<file path="config.mk">
export PLATFORM = sky130hd
export DESIGN_NAME = pool_window_reader_flat
export DESIGN_NICKNAME = d
export VERILOG_FILES = /design/src/rtl/pool_window_reader_if.sv /design/src/rtl/pool_window_reader.sv /design/src/flat_wrapper.sv
export SDC_FILE = /design/constraint.sdc
export NUM_CORES = 1
export LEC_CHECK = 0
export ABC_AREA = 1
export ABC_CLOCK_PERIOD_IN_PS = 1800
export BUFFER_PORTS_ARGS = -buffer_cell sky130_fd_sc_hd__buf_4
export CORE_MARGIN = 3
export CORE_UTILIZATION = 50
export CTS_BUF_LIST = sky130_fd_sc_hd__clkbuf_8
export DETAILED_ROUTE_END_ITERATION = 16
export PLACE_DENSITY = 0.8
export SYNTH_ARGS = -nofsm -noshare
export SYNTH_HDL_FRONTEND = slang
export SYNTH_SLANG_ARGS = --single-unit
</file>
<file path="constraint.sdc">
create_clock -name clk -period 1.8 [get_ports clk]
set_clock_uncertainty 0.1 [all_clocks]
set_input_delay 0.36 -clock clk [delete_from_list [all_inputs] [get_ports clk]]
set_output_delay 0.36 -clock clk [all_outputs]
set_load 0.02 [all_outputs]
</file>
<file path="src/rtl/pool_window_reader_if.sv">
// Bundles the register-file read port, job control and result handshake of the pooling reader.
interface pool_window_reader_if #(
  parameter int unsigned DATA_W = 16,
  parameter int unsigned ADDR_W = 4
);
  logic              start;
  logic [ADDR_W-1:0] base_addr;
  logic [ADDR_W-1:0] rd_addr;
  logic [DATA_W-1:0] rd_data;
  logic              busy;
  logic              out_valid;
  logic              out_ready;
  logic [DATA_W-1:0] out_data;
  logic              done;

  // Reader side: issues addresses, produces results.
  modport master (
    input  start, base_addr, rd_data, out_ready,
    output rd_addr, busy, out_valid, out_data, done
  );

  // Environment side: register file, job requester and result consumer.
  modport slave (
    output start, base_addr, rd_data, out_ready,
    input  rd_addr, busy, out_valid, out_data, done
  );
endinterface

</file>
<file path="src/rtl/pool_window_reader.sv">
// Walks NUM_WIN windows of WIN consecutive register-file entries and emits the signed max of each
// window over a valid/ready handshake. Register-file data arrives one cycle after its address.
module pool_window_reader #(
  parameter int unsigned DATA_W  = 16,
  parameter int unsigned ADDR_W  = 4,
  parameter int unsigned WIN     = 4,
  parameter int unsigned NUM_WIN = 4
) (
  input logic                 clk,
  input logic                 nrst,
  pool_window_reader_if.master bus
);
  localparam int unsigned EW = (WIN > 1) ? $clog2(WIN) : 1;
  localparam int unsigned WW = (NUM_WIN > 1) ? $clog2(NUM_WIN) : 1;

  typedef enum logic [1:0] {StIdle, StRead, StLast, StOut} state_e;

  state_e            state_q, state_d;
  logic [EW-1:0]     elem_q, elem_d;
  logic [WW-1:0]     win_q, win_d;
  logic [ADDR_W-1:0] ptr_q, ptr_d;
  logic [ADDR_W-1:0] rd_addr_q, rd_addr_d;
  logic              done_q, done_d;
  logic              cap_vld_q, cap_first_q;
  logic [DATA_W-1:0] acc_q, acc_d;
  logic              last_elem, last_win;

  assign last_elem = (elem_q == EW'(WIN - 1));
  assign last_win  = (win_q == WW'(NUM_WIN - 1));

  // Windows are contiguous, so a running pointer equals base + win*WIN + elem (mod 2^ADDR_W).
  always_comb begin
    state_d   = state_q;
    elem_d    = elem_q;
    win_d     = win_q;
    ptr_d     = ptr_q;
    rd_addr_d = rd_addr_q;
    done_d    = 1'b0;
    unique case (state_q)
      StIdle: begin
        if (bus.start) begin
          ptr_d   = bus.base_addr;
          elem_d  = '0;
          win_d   = '0;
          state_d = StRead;
        end
      end
      StRead: begin
        rd_addr_d = ptr_q;
        ptr_d     = ptr_q + 1'b1;
        if (last_elem) begin
          state_d = StLast;
        end else begin
          elem_d = elem_q + 1'b1;
        end
      end
      StLast: begin
        state_d = StOut;
      end
      StOut: begin
        if (bus.out_ready) begin
          if (last_win) begin
            done_d  = 1'b1;
            state_d = StIdle;
          end else begin
            win_d   = win_q + 1'b1;
            elem_d  = '0;
            state_d = StRead;
          end
        end
      end
      default: state_d = StIdle;
    endcase
  end

  // Running signed max; the first element of a window overwrites, ties keep the old value.
  always_comb begin
    acc_d = acc_q;
    if (cap_vld_q) begin
      if (cap_first_q || ($signed(bus.rd_data) > $signed(acc_q))) begin
        acc_d = bus.rd_data;
      end
    end
  end

  // State, counters, capture pipeline and accumulator.
  always_ff @(posedge clk or negedge nrst) begin
    if (!nrst) begin
      state_q     <= StIdle;
      elem_q      <= '0;
      win_q       <= '0;
      ptr_q       <= '0;
      rd_addr_q   <= '0;
      done_q      <= 1'b0;
      cap_vld_q   <= 1'b0;
      cap_first_q <= 1'b0;
      acc_q       <= '0;
    end else begin
      state_q     <= state_d;
      elem_q      <= elem_d;
      win_q       <= win_d;
      ptr_q       <= ptr_d;
      rd_addr_q   <= rd_addr_d;
      done_q      <= done_d;
      cap_vld_q   <= (state_q == StRead);
      cap_first_q <= (state_q == StRead) && (elem_q == '0);
      acc_q       <= acc_d;
    end
  end

  // Address is live only while reading; otherwise it holds the last address issued.
  always_comb begin
    bus.rd_addr   = (state_q == StRead) ? ptr_q : rd_addr_q;
    bus.busy      = (state_q != StIdle);
    bus.out_valid = (state_q == StOut);
    bus.out_data  = acc_q;
    bus.done      = done_q;
  end
endmodule

</file>
<file path="src/flat_wrapper.sv">
// flat-port wrapper written by rule: the top's interface ports become plain ports
module pool_window_reader_flat 
#(
  parameter int unsigned DATA_W  = 16,
  parameter int unsigned ADDR_W  = 4,
  parameter int unsigned WIN     = 4,
  parameter int unsigned NUM_WIN = 4
)
  (clk, nrst, bus_start, bus_base_addr, bus_rd_data, bus_out_ready, bus_rd_addr, bus_busy, bus_out_valid, bus_out_data, bus_done);
  pool_window_reader_if #(.DATA_W(DATA_W), .ADDR_W(ADDR_W)) bus_i ();
  input logic clk;
  input logic nrst;
  input wire logic [$bits(bus_i.start)-1:0] bus_start;
  input wire logic [$bits(bus_i.base_addr)-1:0] bus_base_addr;
  input wire logic [$bits(bus_i.rd_data)-1:0] bus_rd_data;
  input wire logic [$bits(bus_i.out_ready)-1:0] bus_out_ready;
  output wire logic [$bits(bus_i.rd_addr)-1:0] bus_rd_addr;
  output wire logic [$bits(bus_i.busy)-1:0] bus_busy;
  output wire logic [$bits(bus_i.out_valid)-1:0] bus_out_valid;
  output wire logic [$bits(bus_i.out_data)-1:0] bus_out_data;
  output wire logic [$bits(bus_i.done)-1:0] bus_done;
  assign bus_i.start = bus_start;
  assign bus_i.base_addr = bus_base_addr;
  assign bus_i.rd_data = bus_rd_data;
  assign bus_i.out_ready = bus_out_ready;
  assign bus_rd_addr = bus_i.rd_addr;
  assign bus_busy = bus_i.busy;
  assign bus_out_valid = bus_i.out_valid;
  assign bus_out_data = bus_i.out_data;
  assign bus_done = bus_i.done;
  pool_window_reader #(.DATA_W(DATA_W), .ADDR_W(ADDR_W), .WIN(WIN), .NUM_WIN(NUM_WIN)) u_core (.clk(clk), .nrst(nrst), .bus(bus_i));
endmodule
</file>
==> results.tsv, run 1 <==
metric	value	unit
status	complete, but fails checks	
failing checks	negative setup slack	
GP Congestion	0.811	
total number of H-tree levels	2	
HPWL Detailed	3240	um
worst reg-to-reg setup slack	-0.22	ns
Worst-path clk slew	0.08	ns
DIE HEIGHT	68.9	um
fmax	0.496	GHz
final setup violation count	20	
LEAKAGE	1.57	nW
clock latency at the later pin of the worst-skew pair	0.29	ns
most common cell after layout, fill and taps aside	buf_4	
synthesized netlist cell count	245	
Antenna Cells	0	
hold depth	3	
First-pass DRT Iterations	4	
maximum clock path buffer count	2	
IO Count	47	
setup_tns	-3.41	ns
endpoints failing hold	0	
CTS tree	yes	
PnR worst setup slack	-0.216	ns
post-synthesis sequential area ratio	0.417	
synthesized area	0.00198	mm^2
Comb power frac	0.659	
Total GRT Usage	0.211	
Reg power frac	0.241	
first-pass GRT wire length	7420	um
Sink Count	33	
RR Endpoint	u_core.bus.out_data[9]	
Crit Path Category	reg -> reg	
clock power share	0.100	
Cell Rows	22	
#FFs+latches synth	33	
most frequent cells in the layout	buf_4 (72), nand2_1 (46), inv_1 (38), dfrtp_1 (20), nand3_2 (17)	
actual slew at the worst max-slew pin	0.616	ns
pins over their slew limit	0	
syn_area_per_cell	8.08	um^2
critical path startpoint	u_core.bus.out_data[12]	
post-route minimum period	2.02	ns
die area	0.00475	mm^2
reg2reg start	u_core.bus.out_data[12]	
initial antenna violation count	0	
Tightest Hold Check Type	in -> reg	
slew margin rel.	0.590	
hold endpoint	u_core.bus.out_data[10]	
crit path max fanout	8	
cts bufs inserted	5	
internal power	3.12	mW
crit path DAT	2.10	ns
R2R cell count	13	
Post-DRT Antenna Nets	0	
Area growth syn-to-layout	54.6	%
Switch Pwr	2.57	mW
Max VDD drop	1.11	mV
Power Dens Cells	1860	mW/mm^2
Max-Cap Viols	0	
Clock Tree Root	clkbuf_8	
syn nets	293	
wire length per cell	13.6	um
I/O Buffers	46	
Routed Wire Length	5140	um
RSZ-0062 raised after global routing	yes	
hold wc startpoint	bus_rd_data[10]	
Initial Util	0.529	
DP Area	0.00261	mm^2
share of layout cells above drive strength 1	0.502	
Worst Setup Start Kind	register	
Yosys warning count	0	
DR vias	1892	
Final Cycle Share	1.12	
critical path endpoint category	register	
die width	68.9	um
sw frac	0.452	
global route overflow	0	
data required time of the worst path	1.89	ns
synth unique cells	28	
largest net degree at the start of global routing	34	
pre-CTS setup slack	-0.216	ns
via count of the first global-routing pass	1856	
1st-iter DRT viols	128	
via density per instance	5.02	
cell area after layout	0.00306	mm^2
final net count	376	
DRC	0	
core area	0.00374	mm^2
[metal layers]
metal,GRT usage,share of wire
met4,0.0730,0.016
met1,0.229,0.42
met5,0,0
met2,0.393,0.52
met3,0.0519,0.042
[cell families (layout without fill, tap and decap cells)]
logic type	Yosys count	in the layout	share of synthesized area
buffers and inverters	50	133	0.102
adders and majority gates	24	24	0.152
and+or+nand+nor	104	105	0.233
AOI/OAI and AO/OA	33	33	0.0917
xor gates and xnor gates	1	1	0.00443
DFF	33	33	0.417
[worst max-delay path by stage]
stage / endpoint / cells after the start / slack, ns
2_1_floorplan: u_core.bus.out_data[8] / 14 / -0.12
3_3_place_gp: u_core.bus.out_data[13] / 14 / -0.19
3_5_place_dp: u_core.bus.out_data[13] / 14 / -0.22
4_1_cts: u_core.bus.out_data[14] / 13 / -0.12
5_1_grt: u_core.bus.out_data[8] / 15 / -0.31
6_report: u_core.bus.out_data[9] / 13 / -0.22
[per-stage QoR]
step            util  cells  hold slack (ns)  power, mW
2_1_floorplan      -    245          -0.0356       3.15
3_5_place_dp   0.698    359            0.233       4.33
6_report       0.818    377            0.216       5.69
5_1_grt        0.818    377            0.219       6.17
4_1_cts        0.760    374            0.211       5.21
3_3_place_gp   0.698    359            0.231       4.20
[worst max-delay path, cell delays in order, from the launching register on]
cell	delay (ns)
dfrtp_2	0.37
inv_1	0.05
ha_1	0.27
nand4_1	0.16
inv_1	0.09
nand2_1	0.07
nand2_2	0.09
nor2_2	0.04
a21oi_2	0.13
nand2_2	0.10
nand2_8	0.14
nand2_8	0.10
nand2_1	0.12
nand2_1	0.05
[registers in the layout, indices dropped and copies added, names as in the netlist]
register / cells
u_core.cap_vld_q: 1
u_core.bus.out_data: 16
u_core.bus.done: 1
u_core.rd_addr_q: 4
u_core.cap_first_q: 1
u_core.elem_q: 2
u_core.ptr_q: 4
u_core.state_q: 2
u_core.win_q: 2
[power groups by stage]
stage          sequential, mW  combinational [mW]  clock (mW)
5_1_grt                  1.40                4.14       0.622
4_1_cts                  1.34                3.30       0.579
2_1_floorplan            1.52                1.63           0
3_5_place_dp             1.33                2.99           0
6_report                 1.37                3.75       0.570
3_3_place_gp             1.32                2.89           0
[Yosys cell counts]
master    instances  share of area
buf_2             3         0.0076
a21oi_2           1         0.0044
nor2_2            1         0.0032
nand2_4           2          0.011
a31oi_1           1         0.0032
o21ai_0          18          0.046
o21bai_1          1         0.0038
nor2_4            1         0.0057
nor2_1           11          0.021
o21ai_1           1         0.0025
nand3_2           1         0.0051
ha_1             24           0.15
nand2_1          60           0.11
dfrtp_1          33           0.42
nand3_1          24          0.061
o22ai_1           1         0.0032
inv_1            44          0.083
a21oi_1           7          0.018
buf_6             1         0.0057
clkbuf_1          1         0.0019
nand2_2           2         0.0063
a21o_1            1         0.0038
nor3_1            1         0.0025
buf_4             1         0.0038
xor2_1            1         0.0044
o21a_1            1         0.0038
a22oi_1           1         0.0038
nand4_1           1         0.0032
[layout make-up]
cell class,instances,area (um^2)
well taps,48,60.1
flip-flops and latches,33,842
clock inverters,2,7.51
fillers,238,683
multi-input cells,163,1250
repair inverters,1,7.51
repair buffers,80,637
clock buffers,6,82.6
inverters,44,169
[timing repair]
action                                  in CTS  in global routing
gates cloned                                 1                  1
pin swaps                                   10                 19
hold buffers                                 1                  0
endpoints found under the setup margin      23                 27
resized for setup                           22                 42
endpoints found under the hold margin       33                  0
setup buffers                                5                  2
(Power assumes the default switching activity.)
==> run 2: changes to the inputs <==
--- a/config.mk
+++ b/config.mk
@@ -13,6 +13,9 @@
 export CTS_BUF_LIST = sky130_fd_sc_hd__clkbuf_8
 export DETAILED_ROUTE_END_ITERATION = 16
 export PLACE_DENSITY = 0.8
+export SETUP_SLACK_MARGIN = 0.3
+export SKIP_LAST_GASP = 1
+export SLEW_MARGIN = 20
 export SYNTH_ARGS = -nofsm -noshare
 export SYNTH_HDL_FRONTEND = slang
 export SYNTH_SLANG_ARGS = --single-unit
==> results.tsv, run 2 (synthesis gave the netlist of run 1 again) <==
metric	value	unit	change
status	complete, but fails checks		unchanged
failing checks	negative setup slack		unchanged
Top delay family on crit path	simple AND/OR/NAND/NOR gates		unchanged
die area	0.00475	mm^2	unchanged
wire length per cell	14.7	um	was 13.6 um
cell area after layout	0.00321	mm^2	was 0.00306 mm^2
IO Count	47		unchanged
cts bufs inserted	5		unchanged
total number of H-tree levels	2		unchanged
Post-DRT Antenna Nets	0		unchanged
most frequent CP cell	nand2_2		was nand2_1
placed insts	355		was 359
RSZ-0062 raised after global routing	yes		unchanged
Crit Path Category	reg -> reg		unchanged
die width	68.9	um	unchanged
Worst-path clk slew	0.07	ns	was 0.08 ns
crit path DAT	2.05	ns	was 2.10 ns
Max-Cap Viols	0		unchanged
overall power	6.20	mW	was 5.69 mW
Initial Util	0.529		unchanged
first-pass GRT wire length	7600	um	was 7420 um
post-route minimum period	1.96	ns	was 2.02 ns
most frequent cells in the layout	buf_4 (67), nand2_1 (39), inv_1 (30), nand2_2 (20), dfrtp_1 (19)		was buf_4 (72), nand2_1 (46), inv_1 (38), dfrtp_1 (20), nand3_2 (17)
I/O Buffers	46		unchanged
share of layout cells above drive strength 1	0.558		was 0.502
non-filler instance count after layout	378		was 377
First-pass DRT Iterations	4		unchanged
critical path startpoint	u_core.bus.out_data[5]		was u_core.bus.out_data[12]
Total GRT Usage	0.214		was 0.211
PnR worst setup slack	-0.164	ns	was -0.216 ns
crit path max fanout	8		unchanged
setup_tns	-2.42	ns	was -3.41 ns
maximum clock path buffer count	2		unchanged
data required time of the worst path	1.89	ns	about the same
Tightest Hold Check Type	in -> reg		unchanged
max reg flops	16		unchanged
Clock Tree Root	clkbuf_8		unchanged
1st-iter DRT viols	65		was 128
CTS tree	yes		unchanged
slowest CP cell	dfrtp_2		unchanged
DRC	0		unchanged
endpoints failing hold	0		unchanged
fmax	0.509	GHz	was 0.496 GHz
Sink Count	33		unchanged
largest net degree at the start of global routing	34		unchanged
critical path endpoint category	register		unchanged
DR vias	1931		was 1892
DIE HEIGHT	68.9	um	unchanged
Core Util, Final	0.857		was 0.818
Max VDD drop	1.29	mV	was 1.11 mV
crit path cell chain	inv_2 -> ha_4 -> nand2_2 -> nor2_4 -> nand3_2 -> nand3_2 -> nand2_2 -> a21oi_2 -> nand2_2 -> nand2_4 -> nand2_4 -> nand2_1 -> nand2_1		was inv_1 -> ha_1 -> nand4_1 -> inv_1 -> nand2_1 -> nand2_2 -> nor2_2 -> a21oi_2 -> nand2_2 -> nand2_8 -> nand2_8 -> nand2_1 -> nand2_1
actual slew at the worst max-slew pin	0.618	ns	was 0.616 ns
reg2reg start	u_core.bus.out_data[5]		was u_core.bus.out_data[12]
core area	0.00374	mm^2	unchanged
CP peak stage delay	0.37	ns	about the same
final setup violation count	20		unchanged
Area growth syn-to-layout	62.1	%	was 54.6%
slew margin rel.	0.588		was 0.590
hold wc startpoint	bus_rd_data[0]		was bus_rd_data[10]
Antenna Cells	0		unchanged
Power Dens Cells	1930	mW/mm^2	was 1860 mW/mm^2
final net count	377		was 376
Final Cycle Share	1.09		was 1.12
pins over their slew limit	0		unchanged
GP Congestion	0.768		was 0.811
Worst Setup Start Kind	register		unchanged
Routed Wire Length	5560	um	was 5140 um
DP Area	0.00265	mm^2	was 0.00261 mm^2
global route overflow	0		unchanged
pre-CTS setup slack	-0.218	ns	was -0.216 ns
worst hold slack	0.226	ns	was 0.216 ns
initial antenna violation count	0		unchanged
clock latency at the later pin of the worst-skew pair	0.29	ns	about the same
CP Buf/Inv Count	1		was 2
most common cell after layout, fill and taps aside	buf_4		unchanged
HPWL Detailed	3340	um	was 3240 um
via count of the first global-routing pass	1871		was 1856
via density per instance	5.11		was 5.02
LEAKAGE	1.61	nW	was 1.57 nW
Cell Rows	22		unchanged
==> run 2: routing by layer <==
layer  wire length [um]  track usage  share of wire
met1               2130        0.223           0.38
met2               3140        0.407           0.56
met3                240       0.0535          0.043
met4                 55       0.0803         0.0099
met5                  0            0              0
==> run 2: final timing paths <==
kind / endpoint / depth (start not counted) / slack [ns]
worst max-delay path: u_core.bus.out_data[8] / 13 / -0.16
worst min-delay path: u_core.bus.out_data[0] / 3 / 0.23
worst max register to register: u_core.bus.out_data[8] / 13 / -0.16
worst min register to register: u_core.rd_addr_q[0] / 2 / 0.40
max in group asynchronous: u_core.bus.out_data[1] / 2 / 0.82
min in group asynchronous: u_core.bus.out_data[9] / 2 / 0.45
==> run 2: worst min-delay path, stage by stage <==
cell,delay [ns]
buf_4,0.09
nand3_1,0.07
nand2_1,0.07
==> run 2: where the power goes <==
group | switching, mW | total [mW] | internal (mW)
combinational | 2.21 | 4.05 | 1.84
clock | 0.293 | 0.743 | 0.450
sequential | 0.294 | 1.41 | 1.12
==> run 2: timing repair <==
item / in CTS / in global routing
setup buffers: 2 / 10
endpoints found under the setup margin: 30 / 32
pin swaps: 0 / 23
hold buffers: 1 / 0
endpoints found under the hold margin: 33 / 0
resized for setup: 6 / 81
cloned: 0 / 2
==> run 2: final cells by class <==
| class | instances | area, um^2 |
|---|---|---|
| clock inverters | 2 | 37.5 |
| well taps | 48 | 60.1 |
| repair buffers | 81 | 667 |
| fillers | 213 | 534 |
| flip-flops and latches | 33 | 843 |
| clock buffers | 6 | 82.6 |
| repair inverters | 1 | 8.76 |
| inverters | 44 | 183 |
| multi-input cells | 163 | 1330 |
==> run 3: changes to the inputs <==
--- a/config.mk
+++ b/config.mk
@@ -5,7 +5,6 @@
 export SDC_FILE = /design/constraint.sdc
 export NUM_CORES = 1
 export LEC_CHECK = 0
-export ABC_AREA = 1
 export ABC_CLOCK_PERIOD_IN_PS = 1800
 export BUFFER_PORTS_ARGS = -buffer_cell sky130_fd_sc_hd__buf_4
 export CORE_MARGIN = 3
==> results.tsv, run 3 <==
metric	value	unit	change
first-pass GRT wire length	8710	um	was 7600 um
Cell Rows	22		unchanged
1st-iter DRT viols	53		was 65
Yosys top cell area share	0.411		was 0.417
Area growth syn-to-layout	59.5	%	was 62.1%
endpoints failing hold	0		unchanged
post-synthesis sequential area ratio	0.411		was 0.417
final setup violation count	21		was 20
slowest CP cell	dfrtp_2		unchanged
Final Cycle Share	1.37		was 1.09
Total GRT Usage	0.223		was 0.214
failing checks	negative setup slack		unchanged
data required time of the worst path	1.87	ns	was 1.89 ns
DRC	0		unchanged
asr flop ratio synth	1.00		unchanged
most common cell after layout, fill and taps aside	buf_4		unchanged
slew margin rel.	0.710		was 0.588
HPWL Detailed	3110	um	was 3340 um
total number of H-tree levels	2		unchanged
Power Dens Cells	2090	mW/mm^2	was 1930 mW/mm^2
critical path startpoint	u_core.bus.out_data[12]		was u_core.bus.out_data[5]
die area	0.00482	mm^2	was 0.00475 mm^2
GP Congestion	0.791		was 0.768
IO Count	47		unchanged
Initial Util	0.533		was 0.529
R2R cell count	9		was 13
via count of the first global-routing pass	1848		was 1871
Worst Setup Start Kind	register		unchanged
final net count	329		was 377
PnR worst setup slack	-0.669	ns	was -0.164 ns
Setup crit end	u_core.bus.out_data[4]		was u_core.bus.out_data[8]
pins over their slew limit	0		unchanged
Sink Count	33		unchanged
Max-Cap Viols	0		unchanged
die width	69.4	um	was 68.9 um
critical path endpoint category	register		unchanged
setup_tns	-10.50	ns	was -2.42 ns
DR vias	1767		was 1931
core area	0.00377	mm^2	was 0.00374 mm^2
Post-DRT Antenna Nets	0		unchanged
CTS tree	yes		unchanged
Crit. path cell count	9		was 13
via density per instance	5.35		was 5.11
worst reg-to-reg setup slack	-0.67	ns	was -0.16 ns
synthesized netlist cell count	187		was 245
crit path cell chain	inv_1 -> ha_4 -> nand4_4 -> nor4_4 -> and3_4 -> o21ai_2 -> mux2i_4 -> buf_12 -> mux2_2		was inv_2 -> ha_4 -> nand2_2 -> nor2_4 -> nand3_2 -> nand3_2 -> nand2_2 -> a21oi_2 -> nand2_2 -> nand2_4 -> nand2_4 -> nand2_1 -> nand2_1
worst hold slack	0.217	ns	was 0.226 ns
syn_area_per_cell	10.7	um^2	was 8.08 um^2
cell accounting for the most synthesized area	dfrtp_1		unchanged
most frequent cells in the layout	buf_4 (73), dfrtp_1 (22), inv_1 (17), buf_6 (17), ha_1 (16)		was buf_4 (67), nand2_1 (39), inv_1 (30), nand2_2 (20), dfrtp_1 (19)
I/O Buffers	46		unchanged
Crit Path Category	reg -> reg		unchanged
clock latency at the later pin of the worst-skew pair	0.30	ns	was 0.29 ns
RSZ-0062 raised after global routing	yes		unchanged
DIE HEIGHT	69.4	um	was 68.9 um
clock power share	0.104		was 0.120
cts bufs inserted	5		unchanged
Antenna Cells	0		unchanged
Tightest Hold Check Type	in -> reg		unchanged
top-count cell post-synth	dfrtp_1		was nand2_1
fmax	0.405	GHz	was 0.509 GHz
share of layout cells above drive strength 1	0.585		was 0.558
LEAKAGE	1.57	nW	was 1.61 nW
Worst-path clk slew	0.08	ns	was 0.07 ns
Max VDD drop	1.30	mV	was 1.29 mV
top_reg_cell synth	dfrtp_1		unchanged
Comb power frac	0.687		was 0.653
actual slew at the worst max-slew pin	0.435	ns	was 0.618 ns
Yosys warning count	0		unchanged
sw frac	0.399		was 0.451
status	complete, but fails checks		unchanged
initial antenna violation count	0		unchanged
number of synthesized flops with an enable pin	0		unchanged
maximum clock path buffer count	2		unchanged
Switch Pwr	2.67	mW	was 2.79 mW
Clock Tree Root	clkbuf_8		unchanged
internal power	4.03	mW	was 3.41 mW
crit path max fanout	12		was 8
post-route minimum period	2.47	ns	was 1.96 ns
First-pass DRT Iterations	6		was 4
synthesized area	0.00201	mm^2	was 0.00198 mm^2
RR Endpoint	u_core.bus.out_data[4]		was u_core.bus.out_data[8]
#FFs+latches synth	33		unchanged
Routed Wire Length	5590	um	was 5560 um
Synth area leaders	dfrtp_1 (41%), ha_1 (15%), mux2_4 (7.5%), mux2_2 (6.2%), inv_1 (4.1%)		was dfrtp_1 (42%), ha_1 (15%), nand2_1 (11%), inv_1 (8.3%), nand3_1 (6.1%)
max reg flops	16		unchanged
syn nets	235		was 293
Top delay family on crit path	simple AND/OR/NAND/NOR gates		unchanged
CP peak stage delay	0.39	ns	was 0.37 ns
crit path DAT	2.54	ns	was 2.05 ns
reg2reg start	u_core.bus.out_data[12]		was u_core.bus.out_data[5]
Reg power frac	0.209		was 0.227
wire length per cell	16.9	um	was 14.7 um
global route overflow	0		unchanged
CP Buf/Inv Count	2		was 1
largest net degree at the start of global routing	34		unchanged
Synth top cells by count	dfrtp_1 (33), ha_1 (24), inv_1 (22)		was nand2_1 (60), inv_1 (44), dfrtp_1 (33)
synth unique cells	35		was 28
==> run 3: changes by cell type in the layout (fill, tap and decap cells not counted), sizes merged, moves of 3 or more <==
cell,previous run,this run
nand2,65,10
inv,44,23
mux2,0,21
nand3,25,6
buf,80,91
nor2,13,6
o21ai,19,14
o22ai,1,6
a21oi,8,12
and3,0,3
nor2b,0,3
==> run 3: metrics by stage <==
step           utilization  worst slack (ns)  cells  area [um^2]  total power, mW
2_1_floorplan            -            -0.591    187         2140             3.71
3_3_place_gp         0.712            -0.636    301         2680             4.81
3_5_place_dp         0.712            -0.699    301         2680             4.92
4_1_cts              0.822            -0.601    325         3100             6.29
5_1_grt              0.850            -0.798    330         3210             7.15
6_report             0.850            -0.669    330         3210             6.70
==> run 3: layer usage <==
layer / vias up / wire length (um) / GRT usage
met2: 43 / 3110 / 0.403
met4: 0 / 48 / 0.0369
met1: 858 / 2180 / 0.263
met5: - / 0 / 0
li1: 856 / - / -
met3: 10 / 250 / 0.0652
==> run 3: worst min-delay path by stage <==
stage	start	end	cells past startpoint
2_1_floorplan	nrst	u_core.bus.done	0
3_3_place_gp	nrst	u_core.bus.out_data[8]	1
3_5_place_dp	nrst	u_core.bus.out_data[8]	1
4_1_cts	bus_rd_data[13]	u_core.bus.out_data[13]	2
5_1_grt	bus_rd_data[8]	u_core.bus.out_data[8]	2
6_report	bus_rd_data[8]	u_core.bus.out_data[8]	2
==> run 3: power by group through the flow <==
stage	clock network [mW]	logic [mW]	registers, mW
after floorplan	0	2.09	1.62
after detailed placement	0	3.52	1.39
after global placement	0	3.43	1.38
after CTS	0.695	4.22	1.37
final	0.699	4.60	1.40
after global routing	0.741	4.96	1.45
==> run 3: final cells by class <==
class	count	area, um^2
multi-input cells	127	1330
flip-flops and latches	33	840
repair buffers	92	769
fillers	196	566
inverters	22	95.1
clock buffers	5	68.8
well taps	48	60.1
clock inverters	3	38.8
==> run 3: what timing repair did <==
item,in CTS,in global routing
buffers inserted,15,5
hold buffers,1,0
endpoints found under the hold margin,33,0
endpoints found under the setup margin,32,32
pin swaps,11,8
resized for setup,39,12
==> run 3: cell families (layout without fill, tap and decap cells) <==
family	Yosys count	after routing	share of synthesized area
adders and majority gates	24	24	0.149
xor gates and xnor gates	1	1	0.00436
muxes	22	22	0.148
DFF	33	33	0.411
buffers and inverters	27	122	0.0592
AOI/OAI and AO/OA	43	43	0.129
and+or+nand+nor	37	37	0.0996
